## src/rtl/handshake_pkg.sv

```systemverilog
// handshake_pkg: shared widths, table access and reset constants for handshake units
package handshake_pkg;

    localparam int unsigned TBL_MAX_W = 1024;
    localparam logic        DATA_RST  = 1'b0;

    function automatic int unsigned idx_width(input int unsigned depth);
        return (depth <= 1) ? 1 : $clog2(depth);
    endfunction

    // Entry i of a packed table, returned right-aligned; caller truncates to w bits
    function automatic logic [TBL_MAX_W-1:0] tbl_entry(
        input logic [TBL_MAX_W-1:0] tbl,
        input int unsigned          i,
        input int unsigned          w
    );
        return (tbl >> (i * w)) & ((TBL_MAX_W'(1) << w) - TBL_MAX_W'(1));
    endfunction

endpackage

```

## src/rtl/handshake_skid_buf2.sv

```systemverilog
// handshake_skid_buf2: 2-entry skid buffer, registered ready, 1 token/cycle
module handshake_skid_buf2
    import handshake_pkg::*;
#(
    parameter int unsigned DATA_WIDTH = 32
) (
    input  logic                  clk,
    input  logic                  rst,
    input  logic [DATA_WIDTH-1:0] in_data,
    input  logic                  in_valid,
    output logic                  in_ready,
    output logic [DATA_WIDTH-1:0] out_data,
    output logic                  out_valid,
    input  logic                  out_ready
);

    logic [DATA_WIDTH-1:0] main_data_q, main_data_d, skid_data_q, skid_data_d;
    logic                  main_valid_q, main_valid_d, skid_valid_q, skid_valid_d;
    logic                  accept, consume;

    assign in_ready  = !rst && !skid_valid_q;
    assign accept    = in_valid && in_ready;
    assign consume   = main_valid_q && out_ready;
    assign out_data  = main_data_q;
    assign out_valid = main_valid_q;

    always_comb begin
        main_data_d  = main_data_q;
        main_valid_d = main_valid_q;
        skid_data_d  = skid_data_q;
        skid_valid_d = skid_valid_q;
        if (!main_valid_q) begin
            main_data_d  = accept ? in_data : main_data_q;
            main_valid_d = accept;
        end else if (consume) begin
            if (skid_valid_q) begin
                main_data_d  = skid_data_q;
                skid_valid_d = 1'b0;
            end else if (accept) begin
                main_data_d  = in_data;
            end else begin
                main_valid_d = 1'b0;
            end
        end else if (accept) begin
            // in_ready guarantees the skid slot is free here
            skid_data_d  = in_data;
            skid_valid_d = 1'b1;
        end
    end

    always_ff @(posedge clk) begin
        if (rst) begin
            main_data_q  <= {DATA_WIDTH{DATA_RST}};
            skid_data_q  <= {DATA_WIDTH{DATA_RST}};
            main_valid_q <= 1'b0;
            skid_valid_q <= 1'b0;
        end else begin
            main_data_q  <= main_data_d;
            skid_data_q  <= skid_data_d;
            main_valid_q <= main_valid_d;
            skid_valid_q <= skid_valid_d;
        end
    end

endmodule

```

## src/rtl/handshake_constant_seq.sv

```systemverilog
// handshake_constant_seq: emits successive constant-table entries per accepted control token
module handshake_constant_seq
    import handshake_pkg::*;
#(
    parameter int unsigned                   DATA_WIDTH  = 32,
    parameter int unsigned                   DEPTH       = 4,
    parameter logic [DEPTH*DATA_WIDTH-1:0]   CONST_TABLE = 128'h00000008_00000007_00000006_00000005,
    parameter bit                            WRAP        = 1'b1
) (
    input  logic                  clk,
    input  logic                  rst,
    input  logic                  ctrl_valid,
    output logic                  ctrl_ready,
    output logic [DATA_WIDTH-1:0] outs,
    output logic                  outs_valid,
    input  logic                  outs_ready
);

    localparam int unsigned          IW      = idx_width(DEPTH);
    localparam logic [TBL_MAX_W-1:0] TBL_EXT = TBL_MAX_W'(CONST_TABLE);

    logic [IW-1:0]         idx_q, idx_d;
    logic [DATA_WIDTH-1:0] entry;
    logic                  accept, last;

    assign accept = ctrl_valid && ctrl_ready;
    assign last   = idx_q == IW'(DEPTH - 1);
    assign entry  = DATA_WIDTH'(tbl_entry(TBL_EXT, int'(idx_q), DATA_WIDTH));

    always_comb begin
        idx_d = idx_q;
        if (accept)
            idx_d = last ? (WRAP ? '0 : idx_q) : idx_q + 1'b1;
    end

    always_ff @(posedge clk) begin
        if (rst) idx_q <= '0;
        else     idx_q <= idx_d;
    end

    handshake_skid_buf2 #(.DATA_WIDTH(DATA_WIDTH)) u_buf (
        .clk       (clk),
        .rst       (rst),
        .in_data   (entry),
        .in_valid  (ctrl_valid),
        .in_ready  (ctrl_ready),
        .out_data  (outs),
        .out_valid (outs_valid),
        .out_ready (outs_ready)
    );

endmodule

```

## config.mk

```make
export PLATFORM = sky130hd
export DESIGN_NAME = handshake_constant_seq
export DESIGN_NICKNAME = d
export VERILOG_FILES = /design/src/rtl/handshake_pkg.sv /design/src/rtl/handshake_skid_buf2.sv /design/src/rtl/handshake_constant_seq.sv
export SDC_FILE = /design/constraint.sdc
export NUM_CORES = 1
export LEC_CHECK = 0
export ABC_AREA = 1
export BUFFER_PORTS_ARGS = -buffer_cell sky130_fd_sc_hd__buf_2
export CAP_MARGIN = 10
export CELL_PAD_IN_SITES_DETAIL_PLACEMENT = 1
export CELL_PAD_IN_SITES_GLOBAL_PLACEMENT = 1
export CORE_ASPECT_RATIO = 1.4
export CORE_MARGIN = 2
export CORE_UTILIZATION = 35
export CTS_BUF_LIST = sky130_fd_sc_hd__clkbuf_8
export CTS_CLUSTER_SIZE = 14
export DETAILED_ROUTE_END_ITERATION = 8
export HOLD_SLACK_MARGIN = 0.1
export PLACE_DENSITY = 0.83
export SLEW_MARGIN = 30
export SYNTH_ARGS = -nofsm -noshare
export SYNTH_HDL_FRONTEND = slang
export SYNTH_SLANG_ARGS = --single-unit
```

## constraint.sdc

```tcl
create_clock -name clk -period 1.2 [get_ports clk]
set_clock_uncertainty 0.15 [all_clocks]
set_input_delay 0.24 -clock clk [delete_from_list [all_inputs] [get_ports clk]]
set_output_delay 0.24 -clock clk [all_outputs]
set_load 0.05 [all_outputs]
```

==> run metrics, run 1 <==
full die area about 4500 um2; final setup fails 44; hold endpoint idx_q[1]; number of global-route vias before repair roughly 1500; leading area contributor after synthesis dfxtp_1; clk root buf clkbuf_8; nets@finish approximately 250; maximum clock frequency roughly 700 MHz; post-synth net total between 150 and 200; top cell family by delay on the critical path buffers and inverters; FFs w/ async S/R, synth 0; Crit Path Class reg -> reg; TritonRoute pass-1 iters 4; Min-Delay Path Class in -> reg; maxcap violations 0; largest net degree at the start of global routing 35; Via density ~5.0; Clock Sinks 40; CTS tree done; Pwr Density between 1000 and 1500 nW/um2; min Tclk post-route around 1.4 ns; CTS clk-pin slew, worst paths roughly 0.09 ns; CP max stage cell dfxtp_2; crit-path max FO 5; Post-Syn Area roughly 1400 um2; final cell count without fillers 290; syn avg cell area around 8.2 um2; Worst Tran Pin Value 0.268 ns; initial antenna violation count 0; Yosys warnings 0; share of Yosys cell area claimed by the top area cell type 0.571; initial core utilization 0.361; dominant cells by area after synthesis dfxtp_1 (57%), nand2_1 (13%), nor2_1 (11%); hold path start ctrl_valid; Inst Count DP between 200 and 300; GP Congestion between 0.8 and 0.9; via count 1457; fraction of layout cells with a size suffix above 1 0.696; Post-synth EDFFs 0; Tcrit/Tclk final 1.20; most frequent CP cell inv_4; Area after DPL 1700 um2; outcome finished, violations left; Area growth, synth to finish 90.5%; site row count 27; Max clock buf depth 2; worst path cell trace buf_6, inv_4, nor2_4, inv_4, nand2_4, inv_8, buf_12, clkbuf_16, nor2_2; ys flop type dfxtp_1; Die Y between 70 and 80 um; R2R Path End u_buf.out_data[27]; Max-Slew Margin vs Limit 0.819; CP bufs+invs 6; Worst VDD drop ~0.0013 V; final worst setup slack -0.235 ns; Synth Instances 172; Antenna Violating Nets Remaining 0; die width between 50 and 60 um; worst reg2reg path depth 9; CTS buffer count 5; latest clock arrival within the worst-skew pair approximately 0.3 ns; worst hold slack 0.124 ns; reg2reg start u_buf.out_valid; #FFs+latches synth 40; Fillers between 400 and 500; Avg WL per Cell between 20 and 25 um; diode count 0; register area share after synthesis 0.571; synth unique cells 18; CP arrival ~1.5 ns; leak pwr between 1 and 1.5 nW; Core Area about 3900 um2; CP max stage delay approximately 0.37 ns; Final Hold Fails 0; Worst EP required 1.28 ns; global-route usage over all layers 0.222; Post-Route WL about 6000 um; DRT iter0 DRCs 48; I/O pin cnt 38; DRC viols 0; Clock H-tree levels 2; fin. max-slew vios 0; hpwl dp 2300 um; failing checks setup timing; Critical Path Sink Type flop; top cells by count, synth nand2_1 (48), dfxtp_1 (40), nor2_1 (40); RSZ-0062 raised after global routing yes; post-route design area between 2000 and 3000 um2; crit path launch type flop; cell with the most instances after synthesis nand2_1; global-route wire length before repair 7530 um; R2R Setup Slk -0.23 ns; # port buffers 37; grt total ovfl 0; WHS Path Cells 3; Final TNS setup -6.13 ns
==> flip-flops by register name, indices dropped and copies added, names as in the netlist <==
| signal | cells |
|---|---|
| u_buf.out_data | 32 |
| u_buf.skid_data_q | 4 |
| idx_q | 2 |
| u_buf.out_valid | 1 |
| u_buf.skid_valid_q | 1 |
==> repair_timing <==
| action | 4_1_cts | 5_1_grt |
|---|---|---|
| pin swaps | 16 | 11 |
| buffers inserted | 14 | 16 |
| resized for setup | 138 | 68 |
| gates cloned | 2 | 1 |
| endpoints found under the setup margin | 71 | 71 |
| hold buffers | 0 | 0 |
==> stage by stage <==
step	power [mW]	utilization	setup WS, ns
6_report	2.76	0.688	-0.235
5_1_grt	2.86	0.688	-0.273
4_1_cts	2.67	0.607	-0.173
3_5_place_dp	1.60	0.438	-0.105
3_3_place_gp	1.60	0.438	-0.0748
2_1_floorplan	1.54	-	-0.259
==> metal layers <==
layer / GRT usage / wire, um / vias up / part of all wire
met5: 0 / 0 / - / 0
met4: 0.112 / 187 / 0 / 0.032
met3: 0.0456 / 184 / 16 / 0.031
met2: 0.409 / 3290 / 40 / 0.56
met1: 0.230 / 2190 / 733 / 0.37
li1: - / - / 668 / -
==> kinds of logic after synthesis <==
logic type                 share of synthesized area
DFF                                            0.571
buffers and inverters                         0.0589
AOI/OAI and AO/OA                             0.0375
adders and majority gates                     0.0178
and+or+nand+nor                                0.315
==> worst max path at each step <==
stage                            start  cells after the start                  to
floorplan                          rst                      9   u_buf.out_data[2]
global placement                   rst                      8   u_buf.out_data[5]
detailed placement                 rst                      8  u_buf.out_data[30]
CTS                 u_buf.skid_valid_q                      2          ctrl_ready
global route           u_buf.out_valid                      9   u_buf.out_data[3]
finish                 u_buf.out_valid                      9  u_buf.out_data[27]
==> tightest hold or removal path, stage by stage <==
cell     delay [ns]
buf_2          0.14
nand3_2        0.10
a21oi_2        0.05
==> cell type report <==
type | count | area (um2) | share of cell area
clock inverters | 2 | 13.8 | 0.00515
repair buffers | 74 | 906 | 0.339
multi-input cells | 115 | 714 | 0.267
clock buffers | 6 | 82.6 | 0.0309
flip-flops and latches | 40 | 850 | 0.318
inverters | 10 | 52.6 | 0.0197
well taps | 43 | 53.8 | 0.0201
==> power breakdown <==
part	switching (mW)	total [mW]	internal, mW
combinational	0.224	0.414	0.190
sequential	0.0191	1.36	1.34
clock	0.512	0.982	0.471
total	0.755	2.76	2.00
==> cells in the final DEF (no fill, tap or decap), types with 6 or more instances in the layout <==
| cell type | Yosys | routed |
|---|---|---|
| buf_8 | 0 | 31 |
| nor2_4 | 2 | 7 |
| buf_6 | 2 | 12 |
| dfxtp_2 | 0 | 33 |
| nor2_1 | 40 | 14 |
| buf_4 | 0 | 22 |
| clkbuf_8 | 0 | 6 |
| nor2_2 | 3 | 24 |
| nand2_1 | 48 | 43 |
Power figures use the tool's default switching activity.
==> run 2: changes to the inputs <==
--- a/config.mk
+++ b/config.mk
@@ -17,7 +17,7 @@
 export CTS_CLUSTER_SIZE = 14
 export DETAILED_ROUTE_END_ITERATION = 8
 export HOLD_SLACK_MARGIN = 0.1
-export PLACE_DENSITY = 0.83
+export PLACE_DENSITY_LB_ADDON = 0.1
 export SLEW_MARGIN = 30
 export SYNTH_ARGS = -nofsm -noshare
 export SYNTH_HDL_FRONTEND = slang
==> run 2 against run 1 <==
  * Critical endpoint is now ctrl_ready
  * The flow still finishes with violations (setup timing)
  * Global-route usage fell by 2.2 points
  * Register-to-register slack improved by 0.10 ns
  * Fmax up 5.8%
  * Sequential power barely moved
  * Sequential share of layout area increased by 2.0 points
  * Combinational power fell by 14%
  * Highest routed layer unchanged
  * Via count is 9.7% lower
  * Clock-buffer cell count shrank 1
==> run metrics, run 2 (same netlist as run 1, synthesis figures left out) <==
RSZ-0062 raised after global routing yes (unchanged); clk root buf clkbuf_8 (unchanged); Worst VDD drop 0.00105 V (was 0.00130 V); die width 57.5 um (unchanged); Worst Tran Pin Value 0.210 ns (was 0.268 ns); hold endpoint u_buf.skid_valid_q (was idx_q[1]); diode count 0 (unchanged); TritonRoute pass-1 iters 4 (unchanged); Antenna Violating Nets Remaining 0 (unchanged); Min-Delay Path Class in -> reg (unchanged); CP max stage delay 0.36 ns (was 0.37 ns); Max-Slew Margin vs Limit 0.860 (was 0.819); commonest non-fill, non-tap cell in the layout nand2_1 (unchanged); Crit Path Class reg -> out (was reg -> reg); Final Hold Fails 0 (unchanged); Die Y 78.9 um (unchanged); initial core utilization 0.361 (unchanged); GP Congestion 0.815 (was 0.806); latest clock arrival within the worst-skew pair 0.29 ns (was 0.30 ns); worst reg2reg path depth 8 (was 9); Post-Route WL 4510 um (was 5850 um); worst path cell trace nor2_4, buf_8 (was buf_6, inv_4, nor2_4, inv_4, nand2_4, inv_8, buf_12, clkbuf_16, nor2_2); maximum clock frequency 737 MHz (was 697 MHz); Clock H-tree levels 2 (unchanged); final cell count without fillers 280 (was 290); Core Area 3880 um2 (unchanged); WHS Path Cells 4 (was 3); Critical Path Sink Type output port (was flop); R2R Path End u_buf.out_data[3] (was u_buf.out_data[27]); initial antenna violation count 0 (unchanged); full die area 4540 um2 (unchanged); Final Power 2.78 mW (was 2.76 mW); Avg WL per Cell 16.1 um (was 20.2 um); leak pwr 1.06 nW (was 1.12 nW); Worst EP required 0.81 ns (was 1.28 ns); CP max stage cell dfxtp_4 (was dfxtp_2); final worst setup slack -0.156 ns (was -0.235 ns); fraction of layout cells with a size suffix above 1 0.654 (was 0.696); global-route wire length before repair 7020 um (was 7530 um); Tcrit/Tclk final 1.13 (was 1.20); Max clock buf depth 2 (unchanged); global-route usage over all layers 0.200 (was 0.222); number of global-route vias before repair 1446 (was 1532); dpl ws -0.0994 ns (was -0.105 ns); hold path start outs_ready (was ctrl_valid); failing checks setup timing (unchanged); Inst Count DP 255 (unchanged); post-route design area 2530 um2 (was 2670 um2); CP arrival 0.97 ns (was 1.51 ns); crit path launch type flop (unchanged); CTS clk-pin slew, worst paths 0.08 ns (was 0.09 ns); Clock Sinks 40 (unchanged); CTS tree done (unchanged); DRT iter0 DRCs 33 (was 48); R2R Setup Slk -0.13 ns (was -0.23 ns); Pwr Density 1100 nW/um2 (was 1030 nW/um2); final setup fails 40 (was 44); nets@finish 242 (was 252); max reg flops 32 (unchanged); min Tclk post-route 1.36 ns (was 1.43 ns); site row count 27 (unchanged); most frequent cells in the layout nand2_1 (45), dfxtp_2 (30), buf_6 (23), buf_4 (18) (was nand2_1 (43), dfxtp_2 (33), buf_8 (31), nor2_2 (24), buf_4 (22)); I/O pin cnt 38 (unchanged); Area after DPL 1700 um2 (unchanged); grt total ovfl 0 (unchanged); CTS buffer count 5 (unchanged); Via density 4.70 (was 5.02); Fillers 424 (was 407); # port buffers 37 (unchanged); fin. max-slew vios 0 (unchanged); Final TNS setup -3.40 ns (was -6.13 ns); Area growth, synth to finish 80.3% (was 90.5%); outcome finished, violations left (unchanged); reg2reg start u_buf.skid_valid_q (was u_buf.out_valid); via count 1315 (was 1457); crit-path max FO 3 (was 5); hpwl dp 2550 um (was 2300 um); largest net degree at the start of global routing 19 (was 35); maxcap violations 0 (unchanged); DRC viols 0 (unchanged)
## run 2: worst max path at each step
stage | slack (ns) | endpoint | start
6_report | -0.16 | ctrl_ready | u_buf.skid_valid_q
5_1_grt | -0.20 | u_buf.out_data[3] | u_buf.skid_valid_q
4_1_cts | -0.18 | ctrl_ready | u_buf.skid_valid_q
3_5_place_dp | -0.1 | u_buf.out_data[3] | u_buf.skid_valid_q
3_3_place_gp | -0.06 | u_buf.out_data[3] | u_buf.skid_valid_q
2_1_floorplan | -0.26 | u_buf.out_data[2] | rst
## run 2: report_power, final
part           leakage [nW]  total, mW  switching [mW]  internal (mW)
clock                0.0593       1.07           0.459          0.609
sequential            0.341       1.36          0.0203           1.34
combinational         0.659      0.356           0.206          0.151
## run 2: through the flow
step	utilization	hold WS, ns
after floorplan	-	0.269
after global placement	0.438	0.277
after detailed placement	0.438	0.285
after CTS	0.613	0.137
after global routing	0.651	0.139
final	0.651	0.137
## run 2: worst max-delay path, delay by kind of cell (launching register included)
family	cells	cell delay [ns]
DFF	1	0.36
buffers and inverters	1	0.17
and+or+nand+nor	1	0.15
## run 2: final cells by class
cell class / count / area (um2) / share of cell area
inverters: 10 / 50.0 / 0.0198
flip-flops and latches: 40 / 853 / 0.337
repair buffers: 64 / 729 / 0.288
clock inverters: 3 / 38.8 / 0.0153
multi-input cells: 115 / 734 / 0.290
clock buffers: 5 / 68.8 / 0.0272
well taps: 43 / 53.8 / 0.0213
## run 2: routing by layer
| metal | up-vias | part of all wire | global-route usage | routed length (um) |
|---|---|---|---|---|
| li1 | 647 | - | - | - |
| met3 | 13 | 0.033 | 0.0456 | 149 |
| met1 | 625 | 0.35 | 0.213 | 1600 |
| met5 | - | 0 | 0 | 0 |
| met4 | 0 | 0.025 | 0.0698 | 112 |
| met2 | 30 | 0.59 | 0.376 | 2650 |
## run 2: what timing repair did
action,4_1_cts,5_1_grt
endpoints found under the setup margin,71,60
buffers inserted,12,8
resized for setup,141,50
hold buffers,0,0
cloned,2,0
pin swaps,16,15
